==> src/rtl/ysyx_210184_trap_ctrl_if.sv <==
// Fetch redirect / flush bundle between the trap sequencer and instruction fetch.
//   redirect_valid_o : trap sequencer requests a PC redirect
//   redirect_pc_o    : redirect target, word aligned, stable while valid
//   redirect_ready_i : fetch accepts the redirect
//   flush_o          : pipeline flush, high on the handshake cycle
// Modports: master = trap sequencer, slave = fetch.
interface ysyx_210184_trap_ctrl_if #(
  parameter int unsigned XLEN = 64
) ();
  logic            redirect_valid_o;
  logic [XLEN-1:0] redirect_pc_o;
  logic            redirect_ready_i;
  logic            flush_o;

  modport master (
    output redirect_valid_o,
    output redirect_pc_o,
    output flush_o,
    input  redirect_ready_i
  );

  modport slave (
    input  redirect_valid_o,
    input  redirect_pc_o,
    input  flush_o,
    output redirect_ready_i
  );
endinterface

==> src/rtl/ysyx_210184_trap_ctrl.sv <==
// Trap sequencer between commit, the CSR file and instruction fetch.
// Qualifies pending machine interrupts (mtime > ext > software), waits for a
// committing instruction, pulses a one-hot take strobe to the CSR file, then
// redirects fetch to mtvec. ecall/mret redirect to mtvec/mepc directly.
// Ports:
//   clk, rst                       : clock, async active-high reset
//   MIE/MTIE/MEIE/MSIE             : mstatus.MIE and mie enables
//   mtime/ext/software_intr_i      : raw pending levels
//   inst_valid, is_ecall, is_mret  : commit-stage information
//   commit_next_pc_i               : next PC of the committing instruction
//   csr_mtvec_i, csr_mepc_i        : trap vector and exception PC
//   *_intr_enable_o, pc_intr_o     : take strobe and mepc value to the CSR file
//   stall_o                        : holds commit while a trap is sequenced
//   redir                          : fetch redirect handshake and flush
// Build option: YSYX_210184_EXT_INTR_SYNC_EN adds a 2-flop synchronizer on ext_intr_i.
module ysyx_210184_trap_ctrl #(
  parameter int unsigned XLEN = 64
) (
  input  logic            clk,
  input  logic            rst,
  input  logic            MIE,
  input  logic            MTIE,
  input  logic            MEIE,
  input  logic            MSIE,
  input  logic            mtime_intr_i,
  input  logic            ext_intr_i,
  input  logic            software_intr_i,
  input  logic            inst_valid,
  input  logic            is_ecall,
  input  logic            is_mret,
  input  logic [XLEN-1:0] commit_next_pc_i,
  input  logic [XLEN-1:0] csr_mtvec_i,
  input  logic [XLEN-1:0] csr_mepc_i,
  output logic            mtime_intr_enable_o,
  output logic            ext_intr_enable_o,
  output logic            software_intr_enable_o,
  output logic [XLEN-1:0] pc_intr_o,
  output logic            stall_o,
  ysyx_210184_trap_ctrl_if.master redir
);

  typedef enum logic [2:0] {StIdle, StArmed, StTake, StRedir, StSettle} state_e;

  localparam logic [XLEN-1:0] AlignMask = ~XLEN'(3);

  state_e          state_q, state_d;
  logic [2:0]      sel_q, sel_d;      // {mtime, ext, software}
  logic [XLEN-1:0] target_q, target_d;
  logic [XLEN-1:0] pc_intr_q, pc_intr_d;
  logic            ext_pend;
  logic [2:0]      qp, pick;
  logic            sync_evt;
  logic [XLEN-1:0] sync_tgt;

`ifdef YSYX_210184_EXT_INTR_SYNC_EN
  logic ext_meta_q, ext_sync_q;
  always_ff @(posedge clk or posedge rst) begin
    if (rst) begin
      ext_meta_q <= 1'b0;
      ext_sync_q <= 1'b0;
    end else begin
      ext_meta_q <= ext_intr_i;
      ext_sync_q <= ext_meta_q;
    end
  end
  assign ext_pend = ext_sync_q;
`else
  assign ext_pend = ext_intr_i;
`endif

  assign qp = {3{MIE}} & {mtime_intr_i & MTIE, ext_pend & MEIE, software_intr_i & MSIE};

  // Fixed priority, same order as mcause selection in the CSR file.
  always_comb begin
    pick = 3'b000;
    if (qp[2])      pick = 3'b100;
    else if (qp[1]) pick = 3'b010;
    else if (qp[0]) pick = 3'b001;
  end

  // ecall has precedence over mret if both were ever flagged together.
  assign sync_evt = inst_valid & (is_ecall | is_mret);
  assign sync_tgt = is_ecall ? csr_mtvec_i : csr_mepc_i;

  always_comb begin
    state_d   = state_q;
    sel_d     = sel_q;
    target_d  = target_q;
    pc_intr_d = pc_intr_q;
    unique case (state_q)
      StIdle: begin
        if (sync_evt) begin
          state_d  = StRedir;
          target_d = sync_tgt & AlignMask;
        end else if (|qp) begin
          state_d = StArmed;
          sel_d   = pick;
        end
      end
      StArmed: begin
        // Synchronous traps win; the interrupt is re-evaluated after SETTLE.
        if (sync_evt) begin
          state_d  = StRedir;
          target_d = sync_tgt & AlignMask;
          sel_d    = 3'b000;
        end else if (~|qp) begin
          state_d = StIdle;
          sel_d   = 3'b000;
        end else begin
          sel_d = pick;
          if (inst_valid) begin
            state_d   = StTake;
            pc_intr_d = commit_next_pc_i;
          end
        end
      end
      StTake: begin
        state_d  = StRedir;
        target_d = csr_mtvec_i & AlignMask;
      end
      StRedir: begin
        if (redir.redirect_ready_i) state_d = StSettle;
      end
      StSettle: begin
        state_d = StIdle;
        sel_d   = 3'b000;
      end
      default: state_d = StIdle;
    endcase
  end

  always_ff @(posedge clk or posedge rst) begin
    if (rst) begin
      state_q   <= StIdle;
      sel_q     <= 3'b000;
      target_q  <= '0;
      pc_intr_q <= '0;
    end else begin
      state_q   <= state_d;
      sel_q     <= sel_d;
      target_q  <= target_d;
      pc_intr_q <= pc_intr_d;
    end
  end

  // Outputs decode the registered state, so reset clears them immediately.
  assign mtime_intr_enable_o    = (state_q == StTake) & sel_q[2];
  assign ext_intr_enable_o      = (state_q == StTake) & sel_q[1];
  assign software_intr_enable_o = (state_q == StTake) & sel_q[0];
  assign pc_intr_o              = pc_intr_q;
  assign stall_o                = (state_q == StTake) | (state_q == StRedir) |
                                  (state_q == StSettle);
  assign redir.redirect_valid_o = (state_q == StRedir);
  assign redir.redirect_pc_o    = target_q;
  assign redir.flush_o          = (state_q == StRedir) & redir.redirect_ready_i;

endmodule

==> src/flat_wrapper.sv <==
// flat-port wrapper written by rule: the top's interface ports become plain ports
module ysyx_210184_trap_ctrl_flat 
#(
  parameter int unsigned XLEN = 64
)
  (clk, rst, MIE, MTIE, MEIE, MSIE, mtime_intr_i, ext_intr_i, software_intr_i, inst_valid, is_ecall, is_mret, commit_next_pc_i, csr_mtvec_i, csr_mepc_i, mtime_intr_enable_o, ext_intr_enable_o, software_intr_enable_o, pc_intr_o, stall_o, redir_redirect_valid_o, redir_redirect_pc_o, redir_flush_o, redir_redirect_ready_i);
  ysyx_210184_trap_ctrl_if #(.XLEN(XLEN)) redir_i ();
  input  logic clk;
  input  logic rst;
  input  logic MIE;
  input  logic MTIE;
  input  logic MEIE;
  input  logic MSIE;
  input  logic mtime_intr_i;
  input  logic ext_intr_i;
  input  logic software_intr_i;
  input  logic inst_valid;
  input  logic is_ecall;
  input  logic is_mret;
  input  logic [XLEN-1:0] commit_next_pc_i;
  input  logic [XLEN-1:0] csr_mtvec_i;
  input  logic [XLEN-1:0] csr_mepc_i;
  output logic mtime_intr_enable_o;
  output logic ext_intr_enable_o;
  output logic software_intr_enable_o;
  output logic [XLEN-1:0] pc_intr_o;
  output logic stall_o;
  output wire logic [$bits(redir_i.redirect_valid_o)-1:0] redir_redirect_valid_o;
  output wire logic [$bits(redir_i.redirect_pc_o)-1:0] redir_redirect_pc_o;
  output wire logic [$bits(redir_i.flush_o)-1:0] redir_flush_o;
  input wire logic [$bits(redir_i.redirect_ready_i)-1:0] redir_redirect_ready_i;
  assign redir_redirect_valid_o = redir_i.redirect_valid_o;
  assign redir_redirect_pc_o = redir_i.redirect_pc_o;
  assign redir_flush_o = redir_i.flush_o;
  assign redir_i.redirect_ready_i = redir_redirect_ready_i;
  ysyx_210184_trap_ctrl #(.XLEN(XLEN)) u_core (.clk(clk), .rst(rst), .MIE(MIE), .MTIE(MTIE), .MEIE(MEIE), .MSIE(MSIE), .mtime_intr_i(mtime_intr_i), .ext_intr_i(ext_intr_i), .software_intr_i(software_intr_i), .inst_valid(inst_valid), .is_ecall(is_ecall), .is_mret(is_mret), .commit_next_pc_i(commit_next_pc_i), .csr_mtvec_i(csr_mtvec_i), .csr_mepc_i(csr_mepc_i), .mtime_intr_enable_o(mtime_intr_enable_o), .ext_intr_enable_o(ext_intr_enable_o), .software_intr_enable_o(software_intr_enable_o), .pc_intr_o(pc_intr_o), .stall_o(stall_o), .redir(redir_i));
endmodule
==> config.mk <==
export PLATFORM = sky130hd
export DESIGN_NAME = ysyx_210184_trap_ctrl_flat
export DESIGN_NICKNAME = d
export VERILOG_FILES = /design/src/rtl/ysyx_210184_trap_ctrl_if.sv /design/src/rtl/ysyx_210184_trap_ctrl.sv /design/src/flat_wrapper.sv
export SDC_FILE = /design/constraint.sdc
export NUM_CORES = 1
export LEC_CHECK = 0
export ABC_CLOCK_PERIOD_IN_PS = 4600
export CAP_MARGIN = 5
export CORE_MARGIN = 2
export CORE_UTILIZATION = 35
export DETAILED_ROUTE_END_ITERATION = 7
export PLACE_DENSITY = 0.78
export SKIP_CTS_REPAIR_TIMING = 1
export SLEW_MARGIN = 5
export SYNTH_ARGS = -nofsm -noshare
export SYNTH_HDL_FRONTEND = slang
export SYNTH_SLANG_ARGS = --single-unit
==> constraint.sdc <==
create_clock -name clk -period 4.6 [get_ports clk]
set_input_delay 1.38 -clock clk [delete_from_list [all_inputs] [get_ports clk]]
set_output_delay 1.38 -clock clk [all_outputs]
set_load 0.1 [all_outputs]
; Word level (Yosys, flattened, before mapping)
; Index checks and enable logic that the tools add are counted.
[word_totals]
ff_bits = 134
word_cells = 54
[classes]
reduce_logical = 9
n_mux = 18
bitwise_logic = 13
n_eq_ne = 10
[op_table]
columns = cell, n
row1 = 64-bit two-way mux, 2
row2 = 64-bit one-hot mux with 2 select lines, 1
row3 = 3-bit two-way mux, 11
row4 = 3-bit one-hot mux with 4 select lines, 1
row5 = 3-bit one-hot mux with 3 select lines, 1
row6 = 1-bit AND, 8
row7 = 3-bit by 2-bit equality test with 1-bit output (second input constant), 2
row8 = 2-bit by 1-bit inequality test with 1-bit output (second input constant), 3
row9 = 3-bit AND reduction, 2
row10 = 4-bit by 3-bit inequality test with 1-bit output (second input constant), 1
row11 = 4-bit AND reduction, 1
row12 = 3-bit AND, 1
row13 = 3-bit by 1-bit equality test with 1-bit output (second input constant), 1
row14 = 3-bit equality test (second input constant), 1
row15 = 3-bit logical NOT, 1
row16 = 3-bit by 1-bit inequality test with 1-bit output (second input constant), 1
row17 = 1-bit bitwise OR, 3
row18 = 3-bit nonzero test, 1
row19 = 3-bit OR reduction, 1
row20 = 2-bit two-way mux, 1
row21 = 2-bit inequality test (second input constant), 1
row22 = 2-bit AND reduction, 1
row23 = 2-bit nonzero test, 1
row24 = 2-bit OR reduction, 1
row25 = 2 further kinds, 2

; Depth between registers and ports, before layout
; Gate-level depths: netlist of run 1.
[logic_depth]
depth_word = 8
mapped_depth = 6
depth_no_buf = 4

; Least setup slack after synthesis of run 1
; OpenSTA, ideal clock, no wires.
[synth_timing]
path_kind = register -> output
start = register u_core.state_q[1]
end = output redir_flush_o
arrival_ns = 3.748
required_time_ns = 3.220
n_path_buf = 0
setup_slack_ns = -0.528
path_stages_with_launch = 4
cell_sequence = dfrtp_1 -> inv_1 -> nor3b_1 -> and2_1
[synth_via]
elab_chain_cells = 2
[synth_lines]
columns = element, line_no
row1 = "start, declared", ysyx_210184_trap_ctrl.sv:46  ; state_e state_q, state_d;
row2 = "start signal, assigned", ysyx_210184_trap_ctrl.sv:134  ; state_q <= StIdle;
row3 = "start signal, assigned", ysyx_210184_trap_ctrl.sv:139  ; state_q <= state_d;
row4 = 3-bit by 2-bit equality test with 1-bit output, n/a
row5 = net redir_redirect_valid_o, flat_wrapper.sv:28  ; output wire logic [$bits(redir_i.redirect_valid_o)-1:0] redir_redirect_valid_o;
row6 = 1-bit AND, ysyx_210184_trap_ctrl.sv:155  ; assign redir.flush_o = (state_q == StRedir) & redir.redirect_ready_i;
row7 = "end, declared", flat_wrapper.sv:30  ; output wire logic [$bits(redir_i.flush_o)-1:0] redir_flush_o;
; The timed path passes the listed nets, and every way through them passes these cells.

; Worst setup path in the final report of run 1
[layout_timing]
start = input redir_redirect_ready_i
end = output redir_flush_o
[layout_via]
elab_chain_cells = 1
[layout_lines]
columns = element, line_no
row1 = "start, declared", flat_wrapper.sv:31  ; input wire logic [$bits(redir_i.redirect_ready_i)-1:0] redir_redirect_ready_i;
row2 = 1-bit AND, ysyx_210184_trap_ctrl.sv:155
; Every way passes these cells.

==> run summary, run 1 <==
status -> finished clean
maximum buffer depth of the clock tree -> 2
hold wc startpoint -> u_core.pc_intr_o[25]
IO Port Bufs -> 332
core area -> 16520 µm²
Worst Hold Class -> reg2reg
Routed Antenna Nets -> 0
Worst R2R Start -> u_core.state_q[2]
total negative slack -> 0 ns
die area -> 17880 µm²
Worst-Margin Slew -> 1.040 ns
share of layout cells above drive strength 1 -> 32.33%
vias per std cell -> 4.637
Final Hold Fails -> 0
register area -> 3303 µm²
Synth Instances -> 383
CP Launch Point -> redir_redirect_ready_i
Iter 0 DRT Violations -> 66
H-Tree Depth -> 4
maximum number of pins on one net before global-route repair -> 63
number of global-route vias before repair -> 4840
syn_area_per_cell -> 15.37 µm²
unrepaired setup endpoints after global routing -> false
Die Wd -> 133.7 µm
CTS Sinks -> 132
crit-path max FO -> 4
pre-CTS setup slack -> 0.8920 ns
initial antenna violation count -> 0
wire per inst -> 17.03 µm
FP Rows -> 47
Post-Synthesis Cell Area -> 5888 µm²
first-pass iteration count of the detailed router -> 4
Final GP Congestion -> 0.7365
worst skew pair latency -> 0.41 ns
GR Overflow Total -> 0
final slew viol count -> 0
Slew HR -> 30.45%
Register-to-Register Path Depth -> 4
CTS tree -> done
Worst EP required -> 3.22 ns
minimum clock period -> 3.701 ns
GRT Total Usage -> 18.08%
register area share after synthesis -> 56.10%
maxcap violations -> 0
critical path class -> in2out
clock-pin transition on the worst setup and hold timing paths -> 0.06 ns
clk root buf -> clkbuf_16
fin worst setup slack -> 0.8988 ns
vias -> 4419
area added between synthesis and finish -> 70.74%
TritonCTS buffer count -> 17
startpoint types -> primary input
hold-critical path depth -> 1
Peak Freq -> 270.2 MHz
Layout Nets -> 925
Worst Path Arrival -> 2.32 ns
number of synthesis warnings -> 0
Chip Height -> 133.7 µm
#FFs+latches synth -> 132
footprint of the multi-input gates -> 2410 µm²
Starting Density -> 35.63%
DRC -> 0
Layout Skew -> 0.006731 ns
# diodes -> 0
CP endpoint kind -> output pin
first-pass GRT wire length -> 25.08 mm
Netlist cell types -> 27
top-level port count -> 339
routed wire length -> 16.23 mm
Setup violations, final -> 0
Final period util -> 80.46%
Detail Placement HPWL -> 12.57 mm
layout filler cell count -> 1306
path summary, 6_finish.rpt:
path	to	slack, ns
min in group asynchronous	u_core.pc_intr_o[55]	1.52
max in group asynchronous	u_core.redir.redirect_pc_o[24]	2.35
setup reg to reg	u_core.pc_intr_o[57]	2.48
hold reg to reg	u_core.pc_intr_o[25]	0.49
hold / removal	u_core.pc_intr_o[25]	0.49
setup / recovery	redir_flush_o	0.90
logic make-up after synthesis:
kind of cell | Yosys count | share of synthesized area [%]
AND/OR/NAND/NOR | 26 | 2.678
multiplexers | 193 | 36.89
other | 1 | 0.06369
AO/OA/AOI/OAI | 8 | 1.020
buffers and inverters | 23 | 3.251
flip-flops | 132 | 56.10
state kept, by name (all words and copies together), names as in the netlist:
name,cells
u_core.redir.redirect_pc_o,62
u_core.state_q,3
u_core.sel_q,3
u_core.pc_intr_o,64
cells in the final DEF (no fill, tap or decap), types with 4 or more instances in the layout:
master	n
buf_12	5
and2_1	6
clkbuf_16	17
nor2_1	5
dfrtp_1	132
clkbuf_8	5
nand2_1	4
mux2_1	5
clkdlybuf4s50_1	326
buf_4	7
clkinvlp_4	4
mux2_2	187
cell usage after synthesis:
cell	instances	area share (%)
mux2_1	5	0.96
nand2b_1	2	0.21
a222oi_1	1	0.17
clkbuf_1	1	0.064
o211a_1	1	0.17
inv_1	2	0.13
o211ai_1	1	0.13
nor2_2	1	0.11
or3b_2	1	0.15
mux2i_1	1	0.17
nor3b_1	3	0.38
nor3_4	1	0.28
or3b_1	1	0.15
buf_2	6	0.51
nor2_1	5	0.32
nand2_1	4	0.25
o21ai_0	3	0.25
a221oi_1	1	0.15
nand3_1	1	0.085
mux2_2	187	36
buf_6	12	2.3
buf_4	2	0.25
a311oi_1	1	0.15
nand4_1	1	0.11
and2_1	6	0.64
dfrtp_1	132	56
conb_1	1	0.064
final cells by class:
cell class,instances,share of cell area [%]
clock buffer,22,4.916
clock inverter,10,1.431
inverter,2,0.1120
multi-input combinational,229,23.97
sequential,132,32.86
tap,220,2.738
timing repair buffer,338,33.98
per-layer routing:
metal / vias up / track usage [%] / share of wire (%)
li1: 2048 / - / -
met1: 2128 / 17.94 / 35
met2: 222 / 32.74 / 52
met3: 21 / 8.524 / 11
met4: 0 / 6.738 / 1.9
met5: - / 0 / 0
through the flow:
stage | instances | cell area, µm² | hold slack, ns | util [%]
finish | 953 | 10050 | 0.4899 | 60.84
floorplan | 384 | 5901 | 0.4704 | -
global route | 953 | 10050 | 0.5124 | 60.84
detailed placement | 921 | 9415 | 0.4750 | 56.98
CTS | 953 | 10050 | 0.4936 | 60.84
global placement | 921 | 9415 | 0.4705 | 56.98
critical path, cell delays in order:
cell             delay (ns)
clkdlybuf4s50_1        0.56
and2_1                 0.20
buf_12                 0.18
Power of run 1 is not shown: default switching activity piles up to over one toggle a cycle in this logic, so the estimate is an artifact.
==> run 2: changes to the inputs <==
ABC_CLOCK_PERIOD_IN_PS = 3000   (was 4600)
clock period = 3 ns   (was 4.6 ns; I/O delays follow)
==> run 2 against run 1 <==
Against the previous run:
- largest cell class is now sequential cells
- utilization shrank 1.3 points
- global-route usage shrank 0.064 points
- register-to-register slack lost 1.6 ns
- worst setup slack lost 0.73 ns
- die area is the same
- sequential share of layout area grew 0.73 points
- first-iteration DRC count grew 86%
- design area shrank 2.2%
- via count grew 0.27%
- final cell count grew 0.31%
- wire length shrank 0.52%
- critical path depth is the same
==> run summary, run 2 (same netlist as run 1, synthesis figures left out) <==
CP endpoint kind -> output pin
initial antenna violation count -> 0 (unchanged)
max FFs per register -> 64 (unchanged)
GRT Total Usage -> 18.02% (-0.064 points)
hold-critical path depth -> 1 (unchanged)
layout filler cell count -> 1290 (-1.2%)
clk root buf -> clkbuf_16
Iter 0 DRT Violations -> 123 (+86%)
worst skew pair latency -> 0.41 ns (about the same)
TritonCTS buffer count -> 17 (unchanged)
share of layout cells above drive strength 1 -> 49.32% (+17 points)
routed wire length -> 16.15 mm (-0.52%)
Min Hold Slack -> 0.4867 ns (-0.003169 ns)
clock-pin transition on the worst setup and hold timing paths -> 0.05 ns (about the same)
Layout Nets -> 928 (+0.32%)
Cell Area, Placed -> 9198 µm² (-2.3%)
Die Wd -> 133.7 µm (unchanged)
register area -> 3303 µm² (unchanged)
DRC -> 0 (unchanged)
number of global-route vias before repair -> 4891 (+1.1%)
crit-path max FO -> 8 (+4)
vias -> 4431 (+0.27%)
post-layout util -> 59.52% (-1.3 points)
hold wc startpoint -> u_core.pc_intr_o[26]
most frequent cells in the layout -> 200 x clkdlybuf4s50_1, 187 x mux2_2, 132 x dfrtp_1
Routed Antenna Nets -> 0 (unchanged)
first-pass GRT wire length -> 24.89 mm (-0.77%)
Worst Hold Class -> reg2reg
minimum clock period -> 2.835 ns
footprint of the multi-input gates -> 2410 µm² (unchanged)
Final period util -> 94.49%
Register-to-Register Path Depth -> 5 (+1)
startpoint types -> flop
Worst EP required -> 2.10 ns (-1.12 ns)
wire per inst -> 16.89 µm (-0.84%)
Chip Height -> 133.7 µm (unchanged)
Starting Density -> 35.63% (unchanged)
R2R setup slack -> 0.91 ns (-1.57 ns)
H-Tree Depth -> 4 (unchanged)
Worst R2R Start -> u_core.state_q[0]
status -> finished clean
worst flop-to-flop path endpoint -> u_core.redir.redirect_pc_o[6]
Slew HR -> 56.39% (+26 points)
Detail Placement HPWL -> 12.49 mm (-0.67%)
CTS Sinks -> 132 (unchanged)
maximum number of pins on one net before global-route repair -> 68 (+7.9%)
Peak Freq -> 352.8 MHz
critical path class -> reg2out
CTS tree -> done
final slew viol count -> 0 (unchanged)
unrepaired setup endpoints after global routing -> false
GR Overflow Total -> 0 (unchanged)
first-pass iteration count of the detailed router -> 4 (unchanged)
IO Port Bufs -> 332 (unchanged)
FP Rows -> 47 (unchanged)
maxcap violations -> 0 (unchanged)
die area -> 17880 µm² (unchanged)
Final Hold Fails -> 0 (unchanged)
most common cell after layout, fill and taps aside -> clkdlybuf4s50_1
Layout Skew -> 0.004132 ns (-0.002598 ns)
maximum buffer depth of the clock tree -> 2 (unchanged)
area added between synthesis and finish -> 67.04%
Final GP Congestion -> 0.7359 (about the same)
top-level port count -> 339 (unchanged)
core area -> 16520 µm² (unchanged)
Setup violations, final -> 0 (unchanged)
Worst-Margin Slew -> 0.6528 ns (-0.3872 ns)
# diodes -> 0 (unchanged)
final instance area -> 9836 µm² (-2.2%)
Worst Path Arrival -> 1.93 ns (-0.39 ns)
vias per std cell -> 4.635 (about the same)
Hold Crit Endpoint -> u_core.pc_intr_o[26]
==> run 2: cell count changes in the layout (fill, tap and decap cells not counted), sizes merged, moves of 2 or more <==
cell,previous run,this run
clkinvlp,4,2
buf,12,141
clkdlybuf4s50,326,200
inv,3,1
clkbuf,22,24
==> run 2: final cells by class <==
| type | instances | share of cell area, % |
|---|---|---|
| flip-flops and latches | 132 | 33.58 |
| multi-input cells | 229 | 24.50 |
| clock buffers | 24 | 4.999 |
| well taps | 220 | 2.799 |
| clock inverters | 8 | 1.488 |
| inverters | 2 | 0.1145 |
| repair buffers | 341 | 32.51 |
==> run 2: worst max path at each step <==
stage,from,to,cells past startpoint
global placement,mtime_intr_i,u_core.pc_intr_o[27],6
CTS,u_core.state_q[0],mtime_intr_enable_o,3
floorplan,u_core.state_q[1],redir_flush_o,3
global route,u_core.state_q[1],software_intr_enable_o,3
detailed placement,mtime_intr_i,u_core.pc_intr_o[27],6
finish,u_core.state_q[0],mtime_intr_enable_o,3
==> run 2: layer usage <==
layer,global-route usage (%),up-vias,part of all wire [%]
met4,6.856,0,1.9
li1,-,2061,-
met5,0,-,0
met1,18.24,2123,35
met2,32.93,224,53
met3,7.420,23,10
==> run 2: critical path, stage by stage (launching register included) <==
cell and delay, ns:
dfrtp_1 0.46, nor3b_1 0.60, and2_1 0.27, buf_12 0.19
==> run 2: per-stage QoR <==
stage | cells | setup TNS [ns] | worst slack (ns)
after floorplan | 384 | -1.092 | -0.5582
after global placement | 924 | 0 | 0.1395
after detailed placement | 924 | 0 | 0.1260
after CTS | 956 | 0 | 0.1057
after global routing | 956 | 0 | 0.01223
final | 956 | 0 | 0.1654
Power of run 2 is left out for the same reason.
==> run 3: changes to the inputs <==
TNS_END_PERCENT = 5   (was not set)
==> results of run 3 <==
No change in the layout: final DEF, timing and power equal those of run 2.
Power of run 3 is left out for the same reason.
